===== config.mk =====
export PLATFORM = sky130hd
export DESIGN_NAME = mmio_sig_monitor
export DESIGN_NICKNAME = d
export VERILOG_FILES = /design/src/rtl/mmio_sig_monitor.sv
export SDC_FILE = /design/constraint.sdc
export NUM_CORES = 1
export LEC_CHECK = 0
export ABC_AREA = 1
export BUFFER_PORTS_ARGS = -buffer_cell sky130_fd_sc_hd__buf_2
export CAP_MARGIN = 30
export CORE_MARGIN = 5
export CORE_UTILIZATION = 25
export CTS_BUF_LIST = sky130_fd_sc_hd__clkbuf_4
export DETAILED_ROUTE_END_ITERATION = 16
export PLACE_DENSITY = 0.37
export SETUP_SLACK_MARGIN = 0.1
export SLEW_MARGIN = 15
export SYNTH_ARGS = -nofsm -noshare
export SYNTH_HDL_FRONTEND = slang
export SYNTH_SLANG_ARGS = --single-unit

===== constraint.sdc =====
create_clock -name clk_i -period 8.18 [get_ports clk_i]
set_input_delay 1.636 -clock clk_i [delete_from_list [all_inputs] [get_ports clk_i]]
set_output_delay 1.636 -clock clk_i [all_outputs]
set_load 0.01 [all_outputs]

===== src/rtl/mmio_sig_monitor.sv =====
// mmio_sig_monitor
// ----------------
// Watches the tiny-SoC MMIO write port and turns the signature writes into
// run results:
//   * stop / trap writes drive the end-of-run FSM (RUN -> DRAIN -> DONE),
//     with a fixed drain of STOP_DELAY cycles before done is raised;
//   * a cycle counter ends the run directly when simlen_i is reached;
//   * integer / FP register-dump writes are queued as {kind, index, data}
//     records in a small FIFO and streamed out over valid/ready.
//
// Ports:
//   clk_i, rst_i           clock, asynchronous active-high reset
//   mmio_req_i/we_i        MMIO request qualifiers (only writes are decoded)
//   mmio_addr_i            31-bit MMIO address
//   mmio_wdata_i           64-bit write data (captured in full)
//   mmio_strb_i            byte strobes, not used
//   simlen_i               cycle limit, 0 disables it
//   stop_on_trap_i         1: a trap write ends the run, 0: it is only counted
//   dump_valid_o/ready_i   record stream handshake
//   dump_is_fp_o           record kind, 0 = x-reg, 1 = f-reg
//   dump_idx_o/data_o      register index and value of the head record
//   overflow_o             sticky: a record was dropped because the FIFO was full
//   trap_count_o           trap writes seen while running, saturating
//   done_o/done_reason_o   sticky run-finished flag; reason 1 stop, 2 trap, 3 simlen

module mmio_sig_monitor #(
  parameter logic [30:0] ADDR_STOP_SIG  = 31'h60000000,
  parameter logic [30:0] ADDR_TRAP_SIG  = 31'h60000008,
  parameter logic [30:0] ADDR_REG_DUMP  = 31'h60000010,
  parameter logic [30:0] ADDR_FREG_DUMP = 31'h60000018,
  parameter int          STOP_DELAY     = 500,
  parameter int          FIFO_DEPTH     = 8
) (
  input  logic        clk_i,
  input  logic        rst_i,
  input  logic        mmio_req_i,
  input  logic        mmio_we_i,
  input  logic [30:0] mmio_addr_i,
  input  logic [63:0] mmio_wdata_i,
  input  logic [7:0]  mmio_strb_i,
  input  logic [31:0] simlen_i,
  input  logic        stop_on_trap_i,
  output logic        dump_valid_o,
  input  logic        dump_ready_i,
  output logic        dump_is_fp_o,
  output logic [4:0]  dump_idx_o,
  output logic [63:0] dump_data_o,
  output logic        overflow_o,
  output logic [15:0] trap_count_o,
  output logic        done_o,
  output logic [1:0]  done_reason_o
);

  localparam int PW = $clog2(FIFO_DEPTH);
  // +2 keeps the width at least one bit even for STOP_DELAY = 0.
  localparam int CW = $clog2(STOP_DELAY + 2);
  localparam int RW = 1 + 5 + 64;
  localparam logic [PW:0]   DEPTH_C = (PW + 1)'(FIFO_DEPTH);
  localparam logic [CW-1:0] DELAY_C = CW'(STOP_DELAY);

  typedef enum logic [1:0] {
    ST_RUN   = 2'd0,
    ST_DRAIN = 2'd1,
    ST_DONE  = 2'd2
  } state_t;

  state_t state_reg, state_next;

  logic [31:0]   cycle_reg;
  logic [CW-1:0] countdown_reg;
  logic [1:0]    reason_reg;
  logic [15:0]   trap_count_reg;

  // Strobes carry no information for this monitor; full words are captured.
  logic unused_strb;
  assign unused_strb = ^mmio_strb_i;

  // ------------------------------------------------------------------
  // Address decode
  // ------------------------------------------------------------------
  logic wr_hit, hit_stop, hit_trap, hit_reg, hit_freg, in_run, simlen_hit;

  assign wr_hit   = mmio_req_i & mmio_we_i;
  assign hit_stop = wr_hit & (mmio_addr_i == ADDR_STOP_SIG);
  assign hit_trap = wr_hit & (mmio_addr_i == ADDR_TRAP_SIG);
  assign hit_reg  = wr_hit & (mmio_addr_i == ADDR_REG_DUMP);
  assign hit_freg = wr_hit & (mmio_addr_i == ADDR_FREG_DUMP);
  assign in_run   = (state_reg == ST_RUN);
  // The counter equals the index of the current edge, so the limit is hit
  // on edge simlen-1 and done is visible right after it.
  assign simlen_hit = (simlen_i != 32'd0) && (cycle_reg == simlen_i - 32'd1);

  // ------------------------------------------------------------------
  // End-of-run FSM: state register
  // ------------------------------------------------------------------
  always_ff @(posedge clk_i or posedge rst_i) begin
    if (rst_i) begin
      state_reg <= ST_RUN;
    end else begin
      state_reg <= state_next;
    end
  end

  // End-of-run FSM: next state. Stop/trap take priority over simlen.
  always_comb begin
    state_next = state_reg;
    case (state_reg)
      ST_RUN: begin
        if (hit_stop || (hit_trap && stop_on_trap_i)) begin
          state_next = ST_DRAIN;
        end else if (simlen_hit) begin
          state_next = ST_DONE;
        end
      end
      ST_DRAIN: begin
        if (countdown_reg == '0) begin
          state_next = ST_DONE;
        end
      end
      default: state_next = ST_DONE;
    endcase
  end

  // End-of-run FSM: outputs. The reason only becomes visible once done.
  always_comb begin
    done_o        = (state_reg == ST_DONE);
    done_reason_o = (state_reg == ST_DONE) ? reason_reg : 2'd0;
    trap_count_o  = trap_count_reg;
  end

  // Datapath that travels with the FSM: cycle counter, drain countdown,
  // latched reason and the trap counter.
  always_ff @(posedge clk_i or posedge rst_i) begin
    if (rst_i) begin
      cycle_reg      <= '0;
      countdown_reg  <= '0;
      reason_reg     <= 2'd0;
      trap_count_reg <= 16'd0;
    end else begin
      if (state_reg != ST_DONE) begin
        cycle_reg <= cycle_reg + 32'd1;
      end
      if (in_run) begin
        if (hit_stop) begin
          reason_reg    <= 2'd1;
          countdown_reg <= DELAY_C;
        end else if (hit_trap && stop_on_trap_i) begin
          reason_reg    <= 2'd2;
          countdown_reg <= DELAY_C;
        end else if (simlen_hit) begin
          reason_reg    <= 2'd3;
        end
        if (hit_trap && (trap_count_reg != 16'hFFFF)) begin
          trap_count_reg <= trap_count_reg + 16'd1;
        end
      end else if ((state_reg == ST_DRAIN) && (countdown_reg != '0)) begin
        countdown_reg <= countdown_reg - 1'b1;
      end
    end
  end

  // ------------------------------------------------------------------
  // Dump-record FIFO
  // ------------------------------------------------------------------
  logic [RW-1:0] mem [FIFO_DEPTH];
  logic [PW-1:0] wr_ptr_reg, rd_ptr_reg, rd_ptr_next;
  logic [PW:0]   count_reg, count_after_pop, count_next;
  logic [4:0]    x_idx_reg, f_idx_reg;
  logic          overflow_reg, dump_valid_reg;
  logic [RW-1:0] dump_rec_reg, push_rec, head_next;
  logic          dump_hit, pop, push_ok;

  assign dump_hit = in_run & (hit_reg | hit_freg);
  assign push_rec = {hit_freg, (hit_freg ? f_idx_reg : x_idx_reg), mmio_wdata_i};
  assign pop      = dump_valid_reg & dump_ready_i;

  // A pop frees its slot on the same edge, so a full FIFO that is being
  // drained still accepts a new record.
  assign count_after_pop = count_reg - (PW + 1)'(pop);
  assign push_ok         = dump_hit && (count_after_pop != DEPTH_C);
  assign count_next      = count_after_pop + (PW + 1)'(push_ok);
  assign rd_ptr_next     = rd_ptr_reg + PW'(pop);

  // Head for the next cycle: when the queue drains to nothing on this edge
  // the incoming record bypasses the array; otherwise it is already stored.
  assign head_next = (count_after_pop == '0) ? push_rec : mem[rd_ptr_next];

  always_ff @(posedge clk_i) begin
    if (push_ok) begin
      mem[wr_ptr_reg] <= push_rec;
    end
  end

  always_ff @(posedge clk_i or posedge rst_i) begin
    if (rst_i) begin
      wr_ptr_reg     <= '0;
      rd_ptr_reg     <= '0;
      count_reg      <= '0;
      x_idx_reg      <= 5'd1;
      f_idx_reg      <= 5'd0;
      overflow_reg   <= 1'b0;
      dump_valid_reg <= 1'b0;
      dump_rec_reg   <= '0;
    end else begin
      count_reg  <= count_next;
      rd_ptr_reg <= rd_ptr_next;
      if (push_ok) begin
        wr_ptr_reg <= wr_ptr_reg + 1'b1;
      end
      // Indices advance even when the record is dropped so the consumer can
      // see which registers are missing.
      if (dump_hit) begin
        if (hit_freg) begin
          f_idx_reg <= f_idx_reg + 5'd1;
        end else begin
          x_idx_reg <= x_idx_reg + 5'd1;
        end
        if (!push_ok) begin
          overflow_reg <= 1'b1;
        end
      end
      dump_valid_reg <= (count_next != '0);
      // Outputs hold their last value while the FIFO is empty.
      if (count_next != '0) begin
        dump_rec_reg <= head_next;
      end
    end
  end

  assign dump_valid_o = dump_valid_reg;
  assign dump_is_fp_o = dump_rec_reg[RW-1];
  assign dump_idx_o   = dump_rec_reg[RW-2 -: 5];
  assign dump_data_o  = dump_rec_reg[63:0];
  assign overflow_o   = overflow_reg;

endmodule


==> results of run 1 <==
==> path summary, 6_finish.rpt <==
| kind | start | endpoint | slack, ns | cells after the start |
|---|---|---|---|---|
| min reg2reg | overflow_o$_DFFE_PP0P_ | overflow_o$_DFFE_PP0P_ | 0.47 | 1 |
| min | overflow_o$_DFFE_PP0P_ | overflow_o$_DFFE_PP0P_ | 0.47 | 1 |
| max reg2reg | dump_valid_o$_DFF_PP0_ | dump_rec_reg[30]$_DFFE_PP0P_ | 3.51 | 14 |
| min in group asynchronous | rst_i | dump_rec_reg[25]$_DFFE_PP0P_ | 0.63 | 2 |
| max in group asynchronous | rst_i | x_idx_reg[0]$_DFFE_PP1P_ | 6.46 | 4 |
| max | dump_ready_i | dump_rec_reg[30]$_DFFE_PP0P_ | 3.17 | 15 |
==> layout make-up <==
cell class	count	area, um2	area share
diodes	12	30.03	0.0008369
clock buffers	307	2305	0.06423
clock inverters	57	389.1	0.01084
inverters	131	516.7	0.01440
multi-input cells	1566	8388	0.2338
flip-flops and latches	713	20650	0.5754
well taps	1612	2017	0.05621
repair buffers	262	1589	0.04429
==> routing by layer <==
layer | up-vias | track usage
li1 | 10019 | -
met1 | 10695 | 0.1884
met2 | 624 | 0.2435
met3 | 175 | 0.03885
met4 | 8 | 0.05190
met5 | - | 0
==> kinds of logic (layout without fill, tap and decap cells) <==
logic type / count (synthesis) / in the layout
AO/OA/AOI/OAI: 526 / 526
buffers and inverters: 267 / 757
AND/OR/NAND/NOR: 938 / 938
adder cells (fa/ha/maj): 14 / 14
flip-flops: 713 / 713
multiplexers: 3 / 3
XOR/XNOR: 85 / 85
other: 0 / 12
==> cell usage in the layout, fill, tap and decap left out, types with 4 or more instances in the layout <==
cell / instances
edfxtp_1: 560
nor2_1: 462
clkbuf_4: 307
o21ai_0: 295
nand2_1: 263
buf_2: 226
dfrtp_1: 152
o221ai_1: 139
inv_1: 120
nand3_1: 114
a31oi_1: 66
xor2_1: 56
clkinv_1: 47
nand4_1: 29
xnor2_1: 27
buf_4: 22
nor3_1: 19
diode_2: 12
ha_1: 12
buf_12: 9
nand3b_1: 7
nor3_4: 6
a21oi_1: 6
bufinv_16: 6
nor2_4: 5
a31oi_2: 5
nand2_2: 5
nor2_2: 5
nor4_1: 5
nor3_2: 5
inv_2: 4
o21bai_1: 4
==> critical path, stage by stage <==
cell      delay, ns
buf_2          0.09
nand2_1        0.14
inv_1          0.15
ha_1           0.23
ha_1           0.19
or2_1          0.20
nand2_1        0.10
inv_1          0.07
nor3_1         0.16
inv_1          0.11
nor2_4         0.69
clkinv_2       1.01
buf_4          0.68
nand3_1        0.24
a31oi_1        0.10
==> stage by stage <==
stage / hold slack [ns] / setup slack, ns / std cells / utilization / total power [mW]
after floorplan: 0.4420 / -0.1854 / 2546 / - / 7.277
after global placement: 0.4629 / 2.072 / 4274 / 0.2761 / 8.940
after detailed placement: 0.4636 / 2.072 / 4279 / 0.2768 / 9.078
after CTS: 0.4457 / 3.270 / 4643 / 0.2993 / 12.56
after global routing: 0.4987 / 3.057 / 4655 / 0.3002 / 13.21
final: 0.4734 / 3.170 / 4660 / 0.3003 / 12.30
==> power groups by stage <==
stage / Clock (mW) / Combinational (mW) / Sequential [mW]
finish: 3.40 / 4.61 / 4.29
global route: 3.75 / 5.15 / 4.31
CTS: 3.55 / 4.71 / 4.30
detailed placement: 0 / 4.71 / 4.37
global placement: 0 / 4.57 / 4.37
floorplan: 0 / 2.87 / 4.41
==> results.sh, run 1 <==
export IMPL_dr_max_layer_used="met5"
export IMPL_yosysTopAreaCell="edfxtp_1"
export IMPL_grt_pass1_wl_um=140600
export IMPL_async_flop_share=0.2146
export IMPL_yosysSeqAreaShare=0.6881
export IMPL_drc=0
export IMPL_cts_buffers=199
export IMPL_p_leak_nw=13.10
export IMPL_rows=127
export IMPL_hold_path_class="reg -> reg"
export IMPL_finalHoldViolations=0
export IMPL_critical_path_class="in -> reg"
export IMPL_insertion_delay_ns=1.01
export IMPL_end_kind="flop"
export IMPL_fin_skew_ns=0.04884
export IMPL_rsz0062_at_grt="no"
export IMPL_worstPathMaxFanout=38
export IMPL_die_area_um2=127000
export IMPL_min_period_over_period=0.6125
export IMPL_postSynthNetCount=2701
export IMPL_synth_top_area_frac=0.5605
export IMPL_synthDistinctLibCells=50
export IMPL_dp_hpwl_um=52060
export IMPL_ys_ff_latch=713
export IMPL_synthXorXnorAreaFrac=0.02527
export IMPL_status="finished, final reports clean"
export IMPL_setup_viol=0
export IMPL_drt_total_wl_um=95030
export IMPL_wl_met2_um=44780
export IMPL_nets=3028
export IMPL_max_freq_ghz=0.1996
export IMPL_fp_dieH_um=356.4
export IMPL_wl_per_cell_um=20.39
export IMPL_core_area_um2=119500
export IMPL_clk_pin_slew_ns=0.06
export IMPL_grt_pass1_vias=22444
export IMPL_area_growth_pct=19.59
export IMPL_final_max_slew_viol_count=0
export IMPL_drive_gt1_frac=0.2092
export IMPL_synth_fa_ha_area_frac=0.005838
export IMPL_cts_sinks=713
export IMPL_start_util=0.2511
export IMPL_grt_overflow=0
export IMPL_synth_edf_count=560
export IMPL_synth_area_leaders="edfxtp_1 (56%), dfrtp_1 (13%), nor2_1 (5.8%)"
export IMPL_root_buffer="clkbuf_4"
export IMPL_post_cts_setup_buffers=0
export IMPL_cap_violations=0
export IMPL_synthCells=2546
export IMPL_clkPwrFrac=0.277
export IMPL_met1Wirelength_um=41870
export IMPL_critical_path_arrival_ns=5.85
export IMPL_finalSetupTns_ns=0
export IMPL_finalCriticalPeriod_ns=5.010
export IMPL_p_int_mw=7.487
export IMPL_seqPwrFrac=0.348
export IMPL_critPathRequiredTime_ns=9.02
export IMPL_synth_compound_area_frac=0.1101
export IMPL_synth_most_common_cell="edfxtp_1"
export IMPL_antenna_found_initial=18
export IMPL_avgViaCountPerCell=4.618
export IMPL_chipWidth_um=356.4
export IMPL_power_net_switching_mw=4.817
export IMPL_synth_top_family_by_area="simple AND/OR/NAND/NOR gates"
export IMPL_yosysWarnings=0
export IMPL_synth_simple_area_share=0.1337
export IMPL_synth_ff_type="edfxtp_1"
export IMPL_fillers=12369
export IMPL_met3_length_um=6071
export IMPL_gp_congestion=0.7938
export IMPL_post_cts_resized=0
export IMPL_htree_levels=4
export IMPL_ant_nets=0
export IMPL_firstDrtPassIters=5
export IMPL_design_area_um2=35880
export IMPL_p_comb_frac=0.375
export IMPL_grt_max_degree=144
export IMPL_power_density_nw_per_um2=342.9
export IMPL_syn_area_um2=30000
export IMPL_cts_tree="yes"
export IMPL_synth_common_cells="edfxtp_1 (560), nor2_1 (463), o21ai_0 (295)"
export IMPL_maxSlewHeadroom=0.3615
export IMPL_place_area_um2=33070
export IMPL_grt_usage=0.1478
export IMPL_largest_reg_flops=560
export IMPL_cp_start_kind="input pin"
export IMPL_io_pins=232
export IMPL_clock_path_buffers=3
export IMPL_switching_share=0.3915
export IMPL_io_buffers=223
export IMPL_syn_area_per_cell_um2=11.78
export IMPL_hold_buffers=0
export IMPL_drt_iter0_drc=1310
export IMPL_muxShareOfSynthArea=0.001043
export IMPL_ir_drop_v=0.0003693
export IMPL_vias=21521
export IMPL_tightest_slew_ns=0.9577
Power figures use the tool's default switching activity.
==> run 2: changes to the inputs <==
ABC_AREA = 0   (was 1)
PLACE_DENSITY = 0.38   (was 0.37)
clock period = 4.1 ns   (was 8.18 ns; I/O delays follow)
==> run 2 against run 1 <==
Compared with the run above: die area shrank 3.0%; sequential cell count is the same; combinational power grew 77%; synthesized cell count shrank 32%; critical path type is now reg -> reg; largest cell class unchanged.
==> results.sh, run 2 <==
export IMPL_avgViaCountPerCell=4.352
export IMPL_grt_overflow=0
export IMPL_maxSlewHeadroom=0.4428
export IMPL_drt_total_wl_um=76200
export IMPL_grt_usage=0.1252
export IMPL_postSynthNetCount=1881
export IMPL_rrSetupSlack_ns=0.80
export IMPL_tightest_slew_ns=0.8281
export IMPL_vias=16893
export IMPL_design_area_um2=36110
export IMPL_r2r_cells=13
export IMPL_async_flop_share=0.2146
export IMPL_hold_path_class="in -> reg"
export IMPL_yosysWarnings=0
export IMPL_synth_ff_type="edfxtp_1"
export IMPL_seqPwrFrac=0.368
export IMPL_switching_share=0.3297
export IMPL_antenna_found_initial=10
export IMPL_wl_per_cell_um=19.63
export IMPL_dp_hpwl_um=45700
export IMPL_yosysTopAreaCell="edfxtp_1"
export IMPL_chipWidth_um=351
export IMPL_final_max_slew_viol_count=0
export IMPL_ff_latch_area_um2=20650
export IMPL_drc=0
export IMPL_drive_gt1_frac=0.3387
export IMPL_fin_skew_ns=0.06562
export IMPL_ir_drop_v=0.0003667
export IMPL_end_kind="flop"
export IMPL_largest_reg_flops=560
export IMPL_grt_pass1_wl_um=115600
export IMPL_synth_edf_count=560
export IMPL_start_util=0.2508
export IMPL_crit_start="dump_valid_o$_DFF_PP0_"
export IMPL_max_freq_ghz=0.3030
export IMPL_io_pins=232
export IMPL_clk_pin_slew_ns=0.06
export IMPL_io_buffers=223
export IMPL_syn_area_um2=29070
export IMPL_critPathRequiredTime_ns=4.89
export IMPL_synth_most_common_cell="edfxtp_1"
export IMPL_cp_start_kind="flop"
export IMPL_finalSetupTns_ns=0
export IMPL_area_growth_pct=24.21
export IMPL_firstDrtPassIters=4
export IMPL_power_net_switching_mw=7.617
export IMPL_die_area_um2=123200
export IMPL_p_int_mw=15.48
export IMPL_clock_path_buffers=3
export IMPL_critical_path_arrival_ns=4.09
export IMPL_cts_tree="yes"
export IMPL_holdPathStages=4
export IMPL_insertion_delay_ns=1.00
export IMPL_synthDistinctLibCells=63
export IMPL_fillers=11508
export IMPL_multi_input_area_um2=8244
export IMPL_core_area_um2=115900
export IMPL_cap_violations=0
export IMPL_min_period_over_period=0.8048
export IMPL_fp_dieH_um=351
export IMPL_r2r_start="dump_valid_o$_DFF_PP0_"
export IMPL_cts_buffers=198
export IMPL_hold_ws_ns=0.2707
export IMPL_endpoint="dump_rec_reg[46]$_DFFE_PP0P_"
export IMPL_synth_common_cells="edfxtp_1 (560), nand2_1 (179), dfrtp_1 (152), o21ai_0 (152), mux4_2 (140)"
export IMPL_synthCells=1726
export IMPL_rows=125
export IMPL_critical_path_class="reg -> reg"
export IMPL_drt_iter0_drc=799
export IMPL_yosysSeqAreaShare=0.7102
export IMPL_synth_top_area_frac=0.5785
export IMPL_gp_congestion=0.7715
export IMPL_p_comb_frac=0.353
export IMPL_synth_area_leaders="edfxtp_1 (58%), dfrtp_1 (13%), mux4_2 (11%)"
export IMPL_status="finished, final reports clean"
export IMPL_htree_levels=4
export IMPL_placed_cells=3452
export IMPL_clkPwrFrac=0.279
export IMPL_finalHoldViolations=0
export IMPL_root_buffer="clkbuf_4"
export IMPL_post_cts_resized=0
export IMPL_p_leak_nw=12.87
export IMPL_final_cell_mix="edfxtp_1 (560), clkbuf_4 (307), buf_2 (223)"
export IMPL_grt_max_degree=70
export IMPL_timing_rr_end="dump_rec_reg[46]$_DFFE_PP0P_"
export IMPL_final_common_cell="edfxtp_1"
export IMPL_ys_ff_latch=713
export IMPL_ant_nets=0
export IMPL_syn_area_per_cell_um2=16.84
export IMPL_place_area_um2=32860
export IMPL_nets=2349
export IMPL_grt_pass1_vias=18675
export IMPL_cts_sinks=713
export IMPL_power_density_nw_per_um2=639.7
export IMPL_setup_viol=0
export IMPL_finalCriticalPeriod_ns=3.300
export IMPL_worstPathMaxFanout=41
export IMPL_rsz0062_at_grt="no"
export IMPL_instances_no_fill=3882
run 2: changes by cell type after synthesis, sizes merged, moves of 15 or more:
| cell | before | now |
|---|---|---|
| nor2 | 474 | 43 |
| o21ai | 298 | 152 |
| mux4 | 0 | 140 |
| o221ai | 139 | 0 |
| inv | 128 | 21 |
| nand2 | 268 | 179 |
| nand3 | 114 | 29 |
| mux2i | 2 | 75 |
| a31oi | 71 | 3 |
| clkbuf | 119 | 55 |
| xnor2 | 28 | 61 |
| nor4 | 6 | 21 |
| xor2 | 56 | 41 |
run 2: worst min-delay path by stage:
| stage | end | startpoint | slack, ns |
|---|---|---|---|
| global placement | overflow_o$_DFFE_PP0P_ | overflow_o$_DFFE_PP0P_ | 0.46 |
| CTS | reason_reg[1]$_DFFE_PP0P_ | mmio_addr_i[3] | 0.06 |
| detailed placement | overflow_o$_DFFE_PP0P_ | overflow_o$_DFFE_PP0P_ | 0.46 |
| floorplan | f_idx_reg[4]$_DFFE_PP0P_ | f_idx_reg[4]$_DFFE_PP0P_ | 0.44 |
| global route | reason_reg[1]$_DFFE_PP0P_ | mmio_addr_i[3] | 0.14 |
| finish | reason_reg[1]$_DFFE_PP0P_ | mmio_addr_i[3] | 0.27 |
run 2: cell families after synthesis:
group	after synthesis	share of synthesized area
compound gates	180	0.03353
mux	228	0.1393
fa+ha+maj	14	0.006026
buf+inv	102	0.01356
xor+xnor	102	0.03073
simple gates	387	0.06663
flops	713	0.7102
run 2: per-layer routing:
layer	global-route usage	share of wire	vias to the layer above
met5	0	0.00028	-
met4	0.04490	0.021	4
met3	0.03023	0.046	141
met2	0.2123	0.50	360
met1	0.1564	0.44	8597
li1	-	-	7791
run 2: timing repair:
action,in CTS,in global routing
hold buffers,66,0
hold endpoints to repair,539,0
buffers inserted,0,0
run 2: layout make-up:
| type | count | share of cell area |
|---|---|---|
| sequential | 713 | 0.5718 |
| multi-input combinational | 911 | 0.2283 |
| timing repair buffer | 349 | 0.07312 |
| clock buffer | 307 | 0.06383 |
| tap | 1524 | 0.05281 |
| clock inverter | 49 | 0.007277 |
| inverter | 21 | 0.002287 |
| antenna | 8 | 0.0005544 |
run 2: power by group through the flow:
stage | sequential [mW] | clock (mW) | combinational, mW
after floorplan | 8.77 | 0 | 5.35
after global placement | 8.63 | 0 | 8.41
after detailed placement | 8.65 | 0 | 8.45
after CTS | 8.51 | 6.81 | 8.53
after global routing | 8.55 | 7.20 | 9.14
final | 8.49 | 6.44 | 8.16
run 2: per-stage QoR:
stage	utilization	setup slack, ns	power (mW)
after floorplan	-	-0.2273	14.12
after global placement	0.2835	0.2037	17.05
after detailed placement	0.2835	0.1233	17.10
after CTS	0.3114	0.7053	23.85
after global routing	0.3114	0.5594	24.89
final	0.3116	0.8001	23.10
run 2: critical path, cell delays in order (launching register included):
cell	delay (ns)
dfrtp_1	0.38
and2_4	0.22
ha_4	0.19
ha_4	0.17
xnor2_4	0.21
nand3_2	0.11
nor2_4	0.18
nor3_4	0.08
ha_1	0.22
ha_1	0.30
nor4_2	0.29
buf_4	0.20
buf_4	0.35
o21ai_0	0.18
